### src/rtl/nas_vid_gen.sv
// NASCOM-style text video generator: VRAM fetch, glyph lookup, dot serialiser, syncs.
// Optional NAS_VID_INVERSE_EN: vram_data[7] set shows the character in inverse video.
module nas_vid_gen #(
  parameter int CLK_DIV      = 2,
  parameter int H_CHARS      = 64,
  parameter int COLS         = 48,
  parameter int H_SYNC_START = 52,
  parameter int H_SYNC_CHARS = 5,
  parameter int ROWS         = 16,
  parameter int SCAN         = 16,
  parameter int V_LINES      = 312,
  parameter int V_SYNC_START = 280,
  parameter int V_SYNC_LINES = 10,
  parameter int H_STRIDE     = 64,
  parameter int TOP_ROW      = 15
) (
  input  logic        clk,
  input  logic        rst,
  input  logic        vdusel_n,
  output logic [9:0]  vram_addr,
  input  logic [7:0]  vram_data,
  output logic [10:0] font_addr,
  input  logic [7:0]  font_data,
  output logic        vid_data,
  output logic        vid_sync,
  output logic        hsync,
  output logic        vsync,
  output logic        active
);

  localparam int DW   = (CLK_DIV > 1) ? $clog2(CLK_DIV) : 1;
  localparam int SW   = (H_CHARS > 1) ? $clog2(H_CHARS) : 1;
  localparam int LW   = (V_LINES > 1) ? $clog2(V_LINES) : 1;
  localparam int RW   = (ROWS > 1) ? $clog2(ROWS) : 1;
  localparam int VACT = ROWS * SCAN;

  if (COLS > H_CHARS) begin : g_bad_cols
    $error("COLS exceeds H_CHARS");
  end
  if (H_SYNC_START + H_SYNC_CHARS > H_CHARS) begin : g_bad_hsync
    $error("hsync extends past H_CHARS");
  end
  if (VACT > V_SYNC_START) begin : g_bad_vact
    $error("ROWS*SCAN exceeds V_SYNC_START");
  end
  if (V_SYNC_START + V_SYNC_LINES > V_LINES) begin : g_bad_vsync
    $error("vsync extends past V_LINES");
  end
  if (SCAN < 1 || SCAN > 16) begin : g_bad_scan
    $error("SCAN must be 1..16");
  end

  logic [DW-1:0] div_cnt;
  logic          pix_en;
  logic [2:0]    dot;
  logic [SW-1:0] slot;
  logic [LW-1:0] line;
  logic [3:0]    scan;
  logic [RW-1:0] mem_row;
  logic          slot_end;
  logic          slot_last;
  logic          line_last;
  logic          h_now;
  logic          v_now;
  logic          a_now;
  logic [2:0]    s1;
  logic [2:0]    s2;
  logic [7:0]    shifter;
  logic [7:0]    glyph;

  assign pix_en    = div_cnt == DW'(CLK_DIV - 1);
  assign slot_end  = pix_en && dot == 3'd7;
  assign slot_last = slot == SW'(H_CHARS - 1);
  assign line_last = line == LW'(V_LINES - 1);

  assign h_now = 32'(slot) >= H_SYNC_START &&
                 32'(slot) < H_SYNC_START + H_SYNC_CHARS;
  assign v_now = 32'(line) >= V_SYNC_START &&
                 32'(line) < V_SYNC_START + V_SYNC_LINES;
  assign a_now = 32'(slot) < COLS && 32'(line) < VACT;

  always_ff @(posedge clk or posedge rst) begin
    if (rst) begin
      div_cnt <= '0;
    end else if (pix_en) begin
      div_cnt <= '0;
    end else begin
      div_cnt <= div_cnt + 1'b1;
    end
  end

  // scan and mem_row track line incrementally, avoiding a divider
  always_ff @(posedge clk or posedge rst) begin
    if (rst) begin
      dot     <= '0;
      slot    <= '0;
      line    <= '0;
      scan    <= '0;
      mem_row <= RW'(TOP_ROW % ROWS);
    end else if (pix_en) begin
      dot <= dot + 1'b1;
      if (dot == 3'd7) begin
        slot <= slot_last ? '0 : slot + 1'b1;
        if (slot_last) begin
          if (line_last) begin
            line    <= '0;
            scan    <= '0;
            mem_row <= RW'(TOP_ROW % ROWS);
          end else begin
            line <= line + 1'b1;
            if (scan == 4'(SCAN - 1)) begin
              scan    <= '0;
              mem_row <= (mem_row == RW'(ROWS - 1)) ? '0 : mem_row + 1'b1;
            end else begin
              scan <= scan + 1'b1;
            end
          end
        end
      end
    end
  end

  always_ff @(posedge clk or posedge rst) begin
    if (rst) begin
      vram_addr <= '0;
    end else begin
      vram_addr <= 10'(mem_row) * 10'(H_STRIDE) + 10'(slot);
    end
  end

`ifdef NAS_VID_INVERSE_EN
  logic inv_q;

  always_ff @(posedge clk or posedge rst) begin
    if (rst) begin
      inv_q <= 1'b0;
    end else if (slot_end) begin
      inv_q <= vram_data[7];
    end
  end

  assign glyph = font_data ^ {8{inv_q}};
`else
  logic unused_attr;

  assign unused_attr = vram_data[7];
  assign glyph       = font_data;
`endif

  // slot c: fetch char; c+1: fetch glyph; c+2: shift dots out
  always_ff @(posedge clk or posedge rst) begin
    if (rst) begin
      font_addr <= '0;
      s1        <= '0;
      s2        <= '0;
      shifter   <= '0;
    end else if (slot_end) begin
      font_addr <= {vram_data[6:0], scan};
      s1        <= {h_now, v_now, a_now};
      s2        <= s1;
      shifter   <= glyph;
    end else if (pix_en) begin
      shifter <= {shifter[6:0], 1'b0};
    end
  end

  assign hsync    = s2[2];
  assign vsync    = s2[1];
  assign active   = s2[0];
  assign vid_data = active & shifter[7] & vdusel_n;
  assign vid_sync = ~(hsync | vsync);

endmodule

### config.mk
export PLATFORM = sky130hd
export DESIGN_NAME = nas_vid_gen
export DESIGN_NICKNAME = d
export VERILOG_FILES = /design/src/rtl/nas_vid_gen.sv
export SDC_FILE = /design/constraint.sdc
export NUM_CORES = 1
export LEC_CHECK = 0
export BUFFER_PORTS_ARGS = -buffer_cell sky130_fd_sc_hd__clkbuf_2
export CORE_MARGIN = 2
export CORE_UTILIZATION = 50
export DETAILED_ROUTE_END_ITERATION = 10
export GPL_TIMING_DRIVEN = 1
export HOLD_SLACK_MARGIN = 0.12
export PLACE_DENSITY_LB_ADDON = 0.1
export SYNTH_ARGS = -nofsm -noshare
export SYNTH_HDL_FRONTEND = slang
export SYNTH_SLANG_ARGS = --single-unit
### constraint.sdc
create_clock -name clk -period 2.4 [get_ports clk]
set_clock_uncertainty 0.2 [all_clocks]
set_input_delay 0.12 -clock clk [delete_from_list [all_inputs] [get_ports clk]]
set_output_delay 0.12 -clock clk [all_outputs]
set_load 0.05 [all_outputs]
---- After elaboration in Yosys (flattened, before gate mapping) ----
Index checks and enable logic that the tools add are counted.
W data, S select, Z words.
storage, ports and cells
  register bits after elaboration ......... 62
  latch bits .............................. 0
  bits in writable memories ............... 0
  ROM bits ................................ 0
  bits of input ports ..................... 19
  output and inout port bits .............. 26
  word-level logic and storage cells ...... 52
  memories kept ........................... 0
cells by class
  $add $sub $neg .......................... 7
  $mul .................................... 0
  divide/modulo/power cells ............... 0
  magnitude comparators ................... 6
  equal/unequal tests ..................... 5
  shift-type cells ........................ 0
  muxes and demuxes ....................... 10
  bitwise operators ....................... 4
  reductions and logical operators ........ 9
operators with widths
  operator               number
  $mux W4                5
  $lt A9 B9 Y1 const B   2
  $mux W8                2
  $lt A6 B6 Y1 const B   2
  $add A10 B6 Y10        1
  $add A9 B1 Y9 const B  1
  $eq A9 B9 Y1 const B   1
  $ge A9 B9 Y1 const B   1
  $mux W9                1
  $add A4 B1 Y4 const B  2
  $eq A4 B4 Y1 const B   2
  $add A6 B1 Y6 const B  1
  $eq A6 B6 Y1 const B   1
  $ge A6 B6 Y1 const B   1
  $mux W6                1
  $logic_and A1 B1 Y1    4
  $reduce_and A4 Y1      1
  $reduce_bool A2 Y1     2
  $add A3 B1 Y3 const B  1
  $eq A3 B3 Y1 const B   1
  $reduce_and A3 Y1      1
  $and A1 B1 Y1          2
  $reduce_and A2 Y1      1
  $add A1 B1 Y1 const B  1
  3 further kinds        3

---- Depth between registers and ports, before layout ----
  depth after elaboration ................. 4
  mapped depth ............................ 8

---- Worst setup path before layout ----
OpenSTA, ideal clock, no wires.
  path kind ............................... flip-flop to flip-flop
  from .................................... reg dot[0]
  to ...................................... reg line[8]
  setup time .............................. 69 ps
  data arrival time ....................... 1,716 ps
  required time ........................... 2,131 ps
  setup slack ............................. 415 ps
  cell stages (with the launch flop) ...... 8
  path buffers ............................ 1
  period minus slack after synthesis ...... 1,985 ps
  cell sequence ........................... dfrtp_1 -> ha_1 -> ha_1 -> buf_2 -> nand2_1 -> or3_4 -> or3_1 -> nand3_1
between the ends
  cells in the longest elaborated chain, start to end .. 2
ends and longest elaborated chain
  what                         RTL line  source
  start, declared              55        logic [2:0] dot;
  start signal, assigned       101       dot <= dot + 1'b1;
  $eq A3 B3 Y1                 102       if (dot == 3'd7) begin
  $reduce_and A3 Y1 (no line)  -
  end signal, assigned         110       line <= line + 1'b1;
  end, declared                57        logic [LW-1:0] line;
Every way passes these cells.
A chain may end at the register's enable or synchronous reset.

---- Worst setup path after layout ----
  from .................................... reg slot[1]
  to ...................................... reg line[4]
between the ends
  cells in the longest elaborated chain, start to end .. 2
ends and longest elaborated chain
  what                         RTL line  source
  start, declared              56        logic [SW-1:0] slot;
  start signal, assigned       103       slot <= slot_last ? '0 : slot + 1'b1;
  $eq A6 B6 Y1                 73        assign slot_last = slot == SW'(H_CHARS - 1);
  $reduce_and A3 Y1 (no line)  -
Every way passes these cells.

==> metrics.yaml <==
synth_flop_cell: "dfrtp_1"
cts.reportedPaths.clkPinSlew_ps: 70
ctsRootBufferMaster: "clkbuf_8"
yosys_warnings: 0
nFillCells: 438
gp_congestion: 0.800
initialDrtViolationCount: 88
syn_to_final_growth_pct: 24.8
outcome: "completed"
ys_seq_elements: 62
critPathLaunchType: "flip-flop"
grt_pass1_wl_um: 9160
fin_ws_ps: 332
core_sq_um: 5140
initial_core_util: 0.519
first_pass_iters: 4
hpwl_um: 3340
synth_area_sq_um: 2670
synth_edf_count: 0
num_rows: 26
io_pins: 45
antenna_found_initial: 0
grt_max_degree: 39
numCtsBuffers: 9
synth_area_leaders: "dfrtp_1 54%, nand2_1 8.9%, ha_1 4.2%, dfstp_2 3.9%, mux2i_1 3.0%"
ys_seq_area_frac: 0.583
irDropWorstVdd_mv: 0.429
yosys.area.top_type: "dfrtp_1"
max_freq_ghz: 0.483
slew_headroom: 0.656
crit_type: "reg -> reg"
tritoncts: "built"
hold_slack_ps: 165
period_needed_ps: 2070
ant_nets: 0
slew_viol_final: 0
synth_top_area_share: 0.544
grt.overflow.total: 0
die_w_um: 77.1
tns_ps: 0
regArea_sq_um: 1560
rsz0062_at_grt: "false"
h-tree-depth: 3
finalInstanceArea_sq_um: 3330
port_buffers: 43
dpl.cell_count: 370
cp-end-kind: "flip-flop"
final_cell_mix: "63 x nand2_1, 58 x dfrtp_1, 43 x clkbuf_2"
syn_avg_cell_area_sq_um: 10.4
nNetsFinal: 355
synth_cell_type_count: 41
dp_slack_ps: 352
p_per_area_nw_per_um2: 575
route.detailed.drc: 0
setup_violations: 0
die_y_um: 77.1
num_vias: 2034
clock_latency_ps: 330
cts_buffer_depth: 2
layout.cells.non_filler: 402
via_per_inst: 5.06
worst_pin_slew_ps: 515
async_flop_share: 1.00
hold_viol: 0
drv_cap: 0
final_common_cell: "nand2_1"
drive_above_1_share: 0.235
hold_path.class: "in -> async"
cp.arrival_ps: 2110
routed_wl_um: 5080
fp.dieArea_sq_um: 5940
place_area_sq_um: 3010
clock-sinks: 62
groute.usage.overall: 0.192
post-route-util: 0.648
diodes: 0
fin_crit_sh: 0.862
cp.required_ps: 2440
syn_inst: 257
total_leakage_power_nw: 1.65
cts_resized: 0
grt_pass1_vias: 2070
synth_nets: 285
wire_per_inst_um: 12.6
crit_path_max_fanout: 14
power_mw: 1.91
multi_input_area_sq_um: 1040
[Yosys cell counts, types with 5 or more instances]
master / instances
nor2_1: 11
nand2_1: 63
nand3_1: 12
inv_1: 9
o21ai_0: 14
a21oi_1: 14
ha_1: 9
buf_2: 5
dfrtp_1: 58
mux2i_1: 8
[worst paths after layout]
| kind | from | end | slack, ps | depth (start not counted) |
|---|---|---|---|---|
| max | slot[1] | line[4] | 330 | 5 |
| min | rst | font_addr[4] | 170 | 3 |
| max reg2reg | slot[1] | line[4] | 330 | 5 |
| min reg2reg | mem_row[1] | vram_addr[7] | 230 | 0 |
| max in group asynchronous | rst | mem_row[2] | 1190 | 4 |
| min in group clk | mem_row[1] | vram_addr[7] | 230 | 0 |
[state kept, by name, summed over array words and instances (netlist names)]
signal     count
s2             3
slot           6
mem_row        4
vram_addr     10
s1             3
scan           4
div_cnt        1
font_addr     11
shifter        8
dot            3
line           9
[final cells by class]
class	count	share of cell area
clock buffers	11	0.0394
repair buffers	68	0.137
inverters	9	0.0101
flip-flops and latches	62	0.467
well taps	70	0.0263
multi-input cells	177	0.312
clock inverters	5	0.00826
[cell families (layout without fill, tap and decap cells)]
kind of cell,Yosys count,in the layout,synth area share
AOI/OAI and AO/OA,44,44,0.101
xor gates and xnor gates,6,6,0.0197
adders and majority gates,9,9,0.0422
buffers and inverters,18,93,0.0277
DFF,62,62,0.583
muxes,10,10,0.0384
and+or+nand+nor,108,108,0.188
[repair_timing]
item,4_1_cts,5_1_grt
hold endpoints to repair,73,0
hold buffers,16,0
buffers inserted,0,0
[layer usage]
metal | up-vias | share of wire | global-route usage
met1 | 957 | 0.48 | 0.243
met3 | 9 | 0.038 | 0.0365
met2 | 44 | 0.47 | 0.328
met4 | 0 | 0.014 | 0.0750
li1 | 1024 | - | -
met5 | - | 0 | 0
[worst max-delay path, stage by stage, from the launching register on]
cell     delay (ps)
dfrtp_1         420
ha_1            260
nand3_2         150
or3_4           510
or3_1           370
o21ai_0          70
[report_power, final]
part / switching (mW) / leakage, nW / internal (mW)
sequential: 0.00684 / 0.782 / 1.06
clock: 0.379 / 0.0829 / 0.367
combinational: 0.0610 / 0.783 / 0.0416
total: 0.447 / 1.65 / 1.47
Power figures use the tool's default switching activity.
